## config.mk

```make
export PLATFORM = sky130hd
export DESIGN_NAME = sci2_word_tx
export DESIGN_NICKNAME = d
export VERILOG_FILES = /design/src/rtl/sci2_word_tx_pkg.sv /design/src/rtl/sci2_word_frame.sv /design/src/rtl/sci2_word_tx.sv
export SDC_FILE = /design/constraint.sdc
export NUM_CORES = 1
export LEC_CHECK = 0
export CAP_MARGIN = 40
export CELL_PAD_IN_SITES_DETAIL_PLACEMENT = 0
export CELL_PAD_IN_SITES_GLOBAL_PLACEMENT = 2
export CORE_ASPECT_RATIO = 0.6
export CORE_MARGIN = 1.5
export CORE_UTILIZATION = 33
export DETAILED_ROUTE_END_ITERATION = 10
export PLACE_DENSITY = 0.9
export RECOVER_POWER = 100
export SYNTH_ARGS = -nofsm -noshare
export SYNTH_HDL_FRONTEND = slang
export SYNTH_SLANG_ARGS = --single-unit
```

## constraint.sdc

```tcl
create_clock -name clk -period 3 [get_ports clk]
set_clock_uncertainty 0.15 [all_clocks]
set_input_delay 0.3 -clock clk [delete_from_list [all_inputs] [get_ports clk]]
set_output_delay 0.3 -clock clk [all_outputs]
set_load 0.005 [all_outputs]
```

## src/rtl/sci2_word_tx_pkg.sv

```systemverilog
// SCI2 word transmitter shared definitions: line levels, default
// geometry and frame-width helpers used by the builder and the top.
package sci2_word_tx_pkg;

    // Line levels of the framing bits.
    localparam logic SCI2_START_BIT = 1'b0;
    localparam logic SCI2_STOP_BIT  = 1'b1;

    // Default frame geometry and bit timing.
    localparam int SCI2_DEF_W_DATA     = 8;
    localparam int SCI2_DEF_W_MARK     = 1;
    localparam int SCI2_DEF_N_STOP     = 1;
    localparam int SCI2_DEF_CLK_DIV    = 16;
    localparam int SCI2_DEF_PARITY_ODD = 1;

    // Total line bits per frame: start + data + mark + parity + stop(s).
    function automatic int sci2_frame_width(input int w_data, input int w_mark,
                                            input int n_stop);
        return 2 + w_data + w_mark + n_stop;
    endfunction

    // The mark port keeps at least one bit so it exists when W_MARK is 0.
    function automatic int sci2_mark_port_width(input int w_mark);
        return (w_mark > 0) ? w_mark : 1;
    endfunction

endpackage

```

## src/rtl/sci2_word_frame.sv

```systemverilog
// SCI2 combinational frame builder: computes parity over {mark,data}
// and assembles the complete LSB-first frame ready to be shifted out.
module sci2_word_frame
    import sci2_word_tx_pkg::*;
#(
    parameter  int W_DATA     = SCI2_DEF_W_DATA,
    parameter  int W_MARK     = SCI2_DEF_W_MARK,
    parameter  int N_STOP     = SCI2_DEF_N_STOP,
    parameter  int PARITY_ODD = SCI2_DEF_PARITY_ODD,
    localparam int W_MARK_P   = sci2_mark_port_width(W_MARK),
    localparam int W_FRAME    = sci2_frame_width(W_DATA, W_MARK, N_STOP)
) (
    input  logic [W_DATA-1:0]   i_data,
    input  logic [W_MARK_P-1:0] i_mark,
    output logic [W_FRAME-1:0]  o_frame
);

    localparam int W_PAY = W_DATA + W_MARK;

    logic [W_PAY-1:0] w_payload;
    logic             w_parity;

    // Payload is data followed by the mark bits; without a mark field the
    // single mark port bit carries no information and is left unused.
    generate
        if (W_MARK > 0) begin : g_mark
            assign w_payload = {i_mark[W_MARK-1:0], i_data};
        end else begin : g_no_mark
            logic w_unused_mark;
            assign w_unused_mark = ^i_mark;
            assign w_payload     = i_data;
        end
    endgenerate

    // Odd parity inverts the XOR so the total number of ones comes out odd.
    assign w_parity = (PARITY_ODD != 0) ? ~(^w_payload) : (^w_payload);

    // Bit 0 goes on the line first.
    assign o_frame = {{N_STOP{SCI2_STOP_BIT}}, w_parity, w_payload, SCI2_START_BIT};

endmodule

```

## src/rtl/sci2_word_tx.sv

```systemverilog
// SCI2 word transmitter: accepts a word over valid/ready, frames it and
// serialises it LSB-first at CLK_DIV clocks per line bit.
// Optional macro SCI2_TX_BUF_EN adds a one-word holding buffer so that
// consecutive frames chain with no idle clock between them.
module sci2_word_tx
    import sci2_word_tx_pkg::*;
#(
    parameter  int W_DATA     = SCI2_DEF_W_DATA,
    parameter  int W_MARK     = SCI2_DEF_W_MARK,
    parameter  int N_STOP     = SCI2_DEF_N_STOP,
    parameter  int CLK_DIV    = SCI2_DEF_CLK_DIV,
    parameter  int PARITY_ODD = SCI2_DEF_PARITY_ODD,
    localparam int W_MARK_P   = sci2_mark_port_width(W_MARK)
) (
    input  logic                clk,
    input  logic                rst,
    input  logic                tx_valid,
    output logic                tx_ready,
    input  logic [W_DATA-1:0]   tx_data,
    input  logic [W_MARK_P-1:0] tx_mark,
    output logic                tx_line,
    output logic                busy,
    output logic                frame_done
);

    localparam int W_FRAME = sci2_frame_width(W_DATA, W_MARK, N_STOP);
    localparam int DIV_W   = (CLK_DIV > 2) ? $clog2(CLK_DIV) : 1;
    localparam int BIT_W   = $clog2(W_FRAME);

    localparam logic [DIV_W-1:0] DIV_LAST = DIV_W'(CLK_DIV - 1);
    localparam logic [BIT_W-1:0] BIT_LAST = BIT_W'(W_FRAME - 1);

    localparam logic [0:0] ST_IDLE  = 1'b0;
    localparam logic [0:0] ST_SHIFT = 1'b1;

    logic [0:0]         r_state;
    logic [W_FRAME-1:0] r_shreg;
    logic [BIT_W-1:0]   r_bit_cnt;
    logic [DIV_W-1:0]   r_div_cnt;
    logic               r_ready_en;

    logic [W_FRAME-1:0] w_frame;
    logic [W_FRAME-1:0] w_load_frame;
    logic               w_accept;
    logic               w_last;
    logic               w_buf_load;
    logic               w_start;

    sci2_word_frame #(
        .W_DATA     (W_DATA),
        .W_MARK     (W_MARK),
        .N_STOP     (N_STOP),
        .PARITY_ODD (PARITY_ODD)
    ) u_frame (
        .i_data  (tx_data),
        .i_mark  (tx_mark),
        .o_frame (w_frame)
    );

    assign w_accept = tx_valid & tx_ready;
    assign w_last   = (r_state == ST_SHIFT) && (r_bit_cnt == BIT_LAST)
                      && (r_div_cnt == DIV_LAST);

`ifdef SCI2_TX_BUF_EN
    logic               r_buf_full;
    logic [W_FRAME-1:0] r_buf_frame;

    // A word may be taken whenever the holding buffer is empty.
    assign tx_ready     = ~rst & r_ready_en & ~r_buf_full;
    assign w_buf_load   = w_last & r_buf_full;
    assign w_load_frame = w_buf_load ? r_buf_frame : w_frame;

    // Buffer occupancy: filled by a mid-frame accept, drained at frame end.
    always_ff @(posedge clk) begin
        if (rst) begin
            r_buf_full <= 1'b0;
        end else if (w_accept && (r_state == ST_SHIFT) && !w_last) begin
            r_buf_full <= 1'b1;
        end else if (w_buf_load) begin
            r_buf_full <= 1'b0;
        end
    end

    // Buffered frame contents, captured with the mid-frame accept.
    // NOTE: pure datapath storage gets no reset; r_buf_full guards its use.
    always_ff @(posedge clk) begin
        if (w_accept && (r_state == ST_SHIFT) && !w_last) begin
            r_buf_frame <= w_frame;
        end
    end
`else
    // Without a buffer a word is only taken while the line is idle.
    assign tx_ready     = ~rst & r_ready_en & (r_state == ST_IDLE);
    assign w_buf_load   = 1'b0;
    assign w_load_frame = w_frame;
`endif

    // A frame starts from idle, or chains directly on the last stop clock.
    assign w_start = (w_accept & ((r_state == ST_IDLE) | w_last)) | w_buf_load;

    // Frame sequencer: load, hold each bit CLK_DIV clocks, shift, finish.
    // NOTE: state uses <= so every register here sees pre-edge values.
    always_ff @(posedge clk) begin
        if (rst) begin
            r_state    <= ST_IDLE;
            r_shreg    <= '1;
            r_bit_cnt  <= '0;
            r_div_cnt  <= '0;
            r_ready_en <= 1'b0;
        end else begin
            r_ready_en <= 1'b1;
            if (w_start) begin
                r_state   <= ST_SHIFT;
                r_shreg   <= w_load_frame;
                r_bit_cnt <= '0;
                r_div_cnt <= '0;
            end else if (w_last) begin
                r_state   <= ST_IDLE;
                r_bit_cnt <= '0;
                r_div_cnt <= '0;
            end else if (r_state == ST_SHIFT) begin
                if (r_div_cnt == DIV_LAST) begin
                    r_div_cnt <= '0;
                    r_bit_cnt <= r_bit_cnt + BIT_W'(1);
                    r_shreg   <= {SCI2_STOP_BIT, r_shreg[W_FRAME-1:1]};
                end else begin
                    r_div_cnt <= r_div_cnt + DIV_W'(1);
                end
            end
        end
    end

    assign busy       = (r_state == ST_SHIFT);
    assign tx_line    = (r_state == ST_SHIFT) ? r_shreg[0] : SCI2_STOP_BIT;
    assign frame_done = w_last & ~rst;

endmodule

```

==> metrics, run 1 <==
status finished clean; wire per inst ~12 um; final setup vio count 0; Overall Global Routing Usage around an eighth; DRC Markers 0; Die H about 45 um; final RePlAce weighted congestion 0.730; antenna violations before repair 0; Final Hold Fails 0; Cells after Synth approximately 110; setup TNS 0 ps; post-detail-place hpwl 1440 um; Startpoint Class flop; Clock Path Buffers 2; PD cells 475 nW/um^2; worst r2r path cells 6; clock slew at reported path FFs ~70 ps; largest net degree at the start of global routing 13; layout cells sized above 1 2.44%; worst vdd ir 0.212 mV; Syn Area/Cell 9.03 um^2; CTS sink count 21; Starting Density a little over a third; Tmin final 2590 ps; H-tree depth 1; CTS root buf clkbuf_8; cts repair resizes 0; top post-synthesis cells by area dfxtp_1 44%, a221oi_1 8.2%, o21ai_1 5.2%; number of global-route vias before repair 710; Via Count ~780; Worst Hold Depth 2; fill count 258; final worst slack 406 ps; ANT nets after route 0; I/O pin total 16; leading area contributor after synthesis dfxtp_1; type of the worst setup path reg -> out; # rows 14; FF+latch count, synth 21; nets 138; Slew @ Worst Pin 612 ps; first-pass GRT wire length roughly 3200 um; Worst Path Max Fanout 5; pre-CTS setup slack about 740 ps; f_max 0.386 GHz; Final Power 0.000561 W; MaxCap Viol Count 0; Core ar. 2650 um^2; drt total wl 1940 um; P_leak 0.502 nW; most common cell after layout, fill and taps aside dfxtp_1; CP Capture Type output pin; area grow syn2layout 22.2%; post-synth cell types 26; CTS tree done; post-synthesis sequential area ratio 43.5%; worst rel slew slack 59.2%; unrepaired setup endpoints after global routing false; Port Buf Inserts 15; hold-fix buffer count after cts 0; Final Cycle Share between 80 and 90%; Slew Limit Fails 0; CP Data Arrival Time 2140 ps; commonest non-fill, non-tap cells in the layout 21 x dfxtp_1, 13 x clkdlybuf4s50_1, 11 x inv_1, 11 x nand2_1; Worst Hold Class reg -> reg; Die ar. 3270 um^2; drt pass-1 iters 6; Ys Warns 0; Req. time, crit path 2550 ps; Num CTS Buffers 3; Diodes inserted 0; Setup Buffers After CTS 0; post-synth top area share 43.5%; Post-Syn Nets 121; clk_lat worst skew 260 ps; die extent in x 72.8 um; Via density 4.78; synthesized area 966 um^2; total grt overflow 0; Initial DRC Count 23
-- worst max-delay path, cell delays in order, from the launching register on --
cell	delay, ps
dfxtp_1	390
ha_1	260
and4_1	330
nand2_1	120
nor3b_1	200
dlygate4sd3_1	590
-- worst paths after layout --
check | from | to | slack [ps]
setup / recovery | r_div_cnt[0] | frame_done | 410
hold reg to reg | r_shreg[9] | r_shreg[9] | 310
setup reg to reg | busy | r_shreg[7] | 540
hold / removal | r_shreg[9] | r_shreg[9] | 310
-- Yosys cell counts, drive strengths merged --
library cell / n
a221oi: 9
or3: 1
inv: 11
nand4: 2
o32a: 1
ha: 2
nor3b: 2
xnor3: 1
clkbuf: 3
nand2: 11
a31oi: 2
xnor2: 5
or2: 1
o21ai: 11
a21oi: 5
nor2b: 1
and2: 1
and4: 1
dfxtp: 21
xor2: 5
buf: 3
mux2i: 2
nor2: 6
-- state kept, by name, indices dropped and copies added (netlist names) --
name	count
busy	1
r_ready_en	1
r_div_cnt	4
r_bit_cnt	4
r_shreg	11
-- through the flow --
stage | instance area [um^2] | util [%] | std cells | hold slack, ps
after CTS | 1200 | 45.2 | 163 | 313
after global routing | 1180 | 44.6 | 163 | 340
after global placement | 1150 | 43.5 | 159 | 295
after detailed placement | 1150 | 43.5 | 159 | 300
after floorplan | 966 | - | 107 | 264
final | 1180 | 44.6 | 163 | 313
-- final cells by class --
cell class / count / area, um^2 / area share (%)
Sequential cell: 21 / 420 / 35.6
Inverter: 11 / 41.3 / 3.50
Multi-Input combinational cell: 69 / 462 / 39.1
Timing Repair Buffer: 18 / 161 / 13.7
Clock buffer: 4 / 45.0 / 3.82
Tap cell: 40 / 50.0 / 4.24
-- routing by layer --
| metal | GRT usage (%) | part of all wire [%] |
|---|---|---|
| met5 | 0 | 0 |
| met4 | 2.64 | 0.41 |
| met3 | 4.69 | 4.1 |
| met2 | 20.0 | 41 |
| met1 | 18.3 | 55 |
-- kinds of logic after synthesis --
kind of cell	Yosys count	share of synthesized area, %
AOI/OAI and AO/OA	28	18.8
buffers and inverters	17	8.16
DFF	21	43.5
muxes	2	2.07
and+or+nand+nor	26	13.5
xor gates and xnor gates	11	11.4
adders and majority gates	2	2.59
-- power breakdown --
part	total [W]	switching (W)	internal [W]	leakage, nW
Clock	0.000187	0.0000924	0.0000945	0.0228
Combinational	0.0000765	0.0000327	0.0000439	0.307
Sequential	0.000297	0.00000674	0.000291	0.172
No activity file was read; power rests on OpenSTA's default activity.
==> run 2: changes to the inputs <==
--- a/config.mk
+++ b/config.mk
@@ -10,10 +10,11 @@
 export CELL_PAD_IN_SITES_GLOBAL_PLACEMENT = 2
 export CORE_ASPECT_RATIO = 0.6
 export CORE_MARGIN = 1.5
-export CORE_UTILIZATION = 33
+export CORE_UTILIZATION = 34
 export DETAILED_ROUTE_END_ITERATION = 10
-export PLACE_DENSITY = 0.9
+export PLACE_DENSITY = 0.91
 export RECOVER_POWER = 100
 export SYNTH_ARGS = -nofsm -noshare
 export SYNTH_HDL_FRONTEND = slang
+export SYNTH_HIERARCHICAL = 1
 export SYNTH_SLANG_ARGS = --single-unit
==> metrics, run 2 <==
Tmin final 2680 ps (+82.3 ps); antenna violations before repair 0 (unchanged); Die H 49.3 um (+9.7%); leading area contributor after synthesis dfxtp_1; Worst Hold Class reg -> reg; final RePlAce weighted congestion 0.736 (+0.75%); worst rel slew slack 47.6% (-12 points); worst vdd ir 0.177 mV (-17%); drt total wl 2510 um (+30%); Ys Warns 6 (+6); unrepaired setup endpoints after global routing false; clk_lat worst skew 250 ps (about the same); Die ar. 3950 um^2 (+21%); CTS sink count 22 (+4.8%); max reg flops 12 (+1); DRC Markers 0 (unchanged); Final Power 0.000565 W (+0.71%); synthesized area 1210 um^2 (+26%); Port Buf Inserts 15 (unchanged); f_max 0.374 GHz (-3.1%); final core utilization 39.8% (-4.8 points); fraction of registers with async set/reset 0% (unchanged); DP Area 1280 um^2 (+11%); CP Data Arrival Time 2230 ps (+90 ps); top post-synthesis cells by count 22 x dfxtp_1, 15 x nor2_1, 13 x buf_4, 13 x nand3_1, 13 x o21ai_0; H-tree depth 1 (unchanged); MaxCap Viol Count 0 (unchanged); Post-synth EDFFs 0 (unchanged); CTS root buf clkbuf_8; ANT nets after route 0 (unchanged); P_leak 0.480 nW (-4.3%); most common cell after layout, fill and taps aside dfxtp_1; Worst Path Max Fanout 18 (+13); Via Count 1,000 (+28%); Top reg by flops r_shreg; Initial DRC Count 45 (+96%); Num CTS Buffers 3 (unchanged); drt pass-1 iters 4 (-2); commonest non-fill, non-tap cells in the layout 22 x dfxtp_1, 15 x nor2_1, 13 x nand3_1, 13 x o21ai_0, 11 x a31oi_1; cts repair resizes 0 (unchanged); Core ar. 3320 um^2 (+26%); Syn Area/Cell 8.31 um^2 (-7.9%); Cells after Synth 146 (+36%); I/O pin total 16 (unchanged); post-synth top area share 36.3% (-7.2 points); hold-fix buffer count after cts 0 (unchanged); nets 159 (+15%); final setup vio count 0 (unchanged); ys flop type dfxtp_1; Via density 5.32 (+11%); Largest regs r_shreg x12, r_bit_cnt x4, r_div_cnt x4; setup TNS 0 ps (unchanged); FF+latch count, synth 22 (+4.8%); Startpoint Class flop; fill count 345 (+34%); wire per inst 13.4 um (+12%); CP Capture Type output pin; Slew Limit Fails 0 (unchanged); die extent in x 80.1 um (+10%); Clock Path Buffers 2 (unchanged); layout cells sized above 1 4.90% (+2.5 points); Setup Buffers After CTS 0 (unchanged); count leader, synth dfxtp_1; design area 1320 um^2 (+12%); post-synth cell types 38 (+46%); CTS tree done; first-pass GRT wire length 4060 um (+27%); Req. time, crit path 2550 ps (about the same); top post-synthesis cells by area dfxtp_1 36%, buf_4 8.0%, a31oi_1 5.7%; total grt overflow 0 (unchanged); post-detail-place hpwl 1880 um (+31%); type of the worst setup path reg -> out; Slew @ Worst Pin 784 ps (+172 ps); status finished clean; Diodes inserted 0 (unchanged); number of global-route vias before repair 834 (+17%); post-synthesis sequential area ratio 36.3% (-7.2 points); Final Hold Fails 0 (unchanged); largest net degree at the start of global routing 19 (+6); # rows 16 (+2); area grow syn2layout 9.07%; Starting Density 36.5% (about the same); Final Cycle Share 89.2% (+2.7 points); clock slew at reported path FFs 70 ps (about the same); PD cells 427 nW/um^2 (-10%); Post-Syn Nets 160 (+32%); Overall Global Routing Usage 13.4% (+0.22 points)
[run 2: cell types whose count changed in the layout (fill, tap and decap cells not counted), moves of 4 or more]
| cell | change |
|---|---|
| inv_1 | -8 |
| nor2_1 | +9 |
| nand2_1 | -4 |
| o21ai_0 | +4 |
| clkbuf_1 | -4 |
| nand3_1 | +13 |
| a31oi_1 | +9 |
| a221oi_1 | -9 |
[run 2: final cells by class]
type,count,area [um^2],share of cell area (%)
Multi-Input combinational cell,99,617,46.6
Sequential cell,22,440,33.3
Timing Repair Buffer,16,158,11.9
Tap cell,45,56.3,4.25
Clock buffer,3,41.3,3.12
Inverter,3,11.3,0.851
[run 2: where the power goes]
| group | total, W | switching [W] | internal [W] |
|---|---|---|---|
| Sequential | 0.000313 | 0.00000932 | 0.000304 |
| Combinational | 0.0000746 | 0.0000325 | 0.0000421 |
| Clock | 0.000177 | 0.0000875 | 0.0000894 |
[run 2: logic make-up after synthesis]
group | after synthesis | share of synthesized area (%)
AO/OA/AOI/OAI | 36 | 18.2
XOR/XNOR | 8 | 6.91
adder cells (fa/ha/maj) | 2 | 2.06
buffers and inverters | 25 | 12.9
flip-flops | 22 | 36.3
multiplexers | 1 | 0.825
other | 2 | 0.619
AND/OR/NAND/NOR | 50 | 22.2
[run 2: final timing paths]
kind	from	to	slack, ps	depth (start not counted)
max	r_div_cnt[0]	frame_done	320	4
min	r_shreg[5]	r_shreg[4]	330	2
max reg2reg	r_div_cnt[0]	r_bit_cnt[3]	1010	4
min reg2reg	r_shreg[5]	r_shreg[4]	330	2
[run 2: critical path: stages (launching register included)]
cell           delay, ps
dfxtp_1              400
ha_1                 270
nand4_2              410
nor3_1               300
dlygate4sd3_1        590
[run 2: per-layer routing]
metal  GRT usage (%)  routed length [um]
met5               0                   0
met4           0.862                   0
met3            4.67                 143
met2            17.8                1090
met1            21.2                1280
[run 2: through the flow]
step           hold slack, ps  std cells  setup WS [ps]
2_1_floorplan             307        146           1360
3_3_place_gp              318        185            739
3_5_place_dp              322        185            651
4_1_cts                   333        188            362
5_1_grt                   344        188            128
6_report                  330        188            324
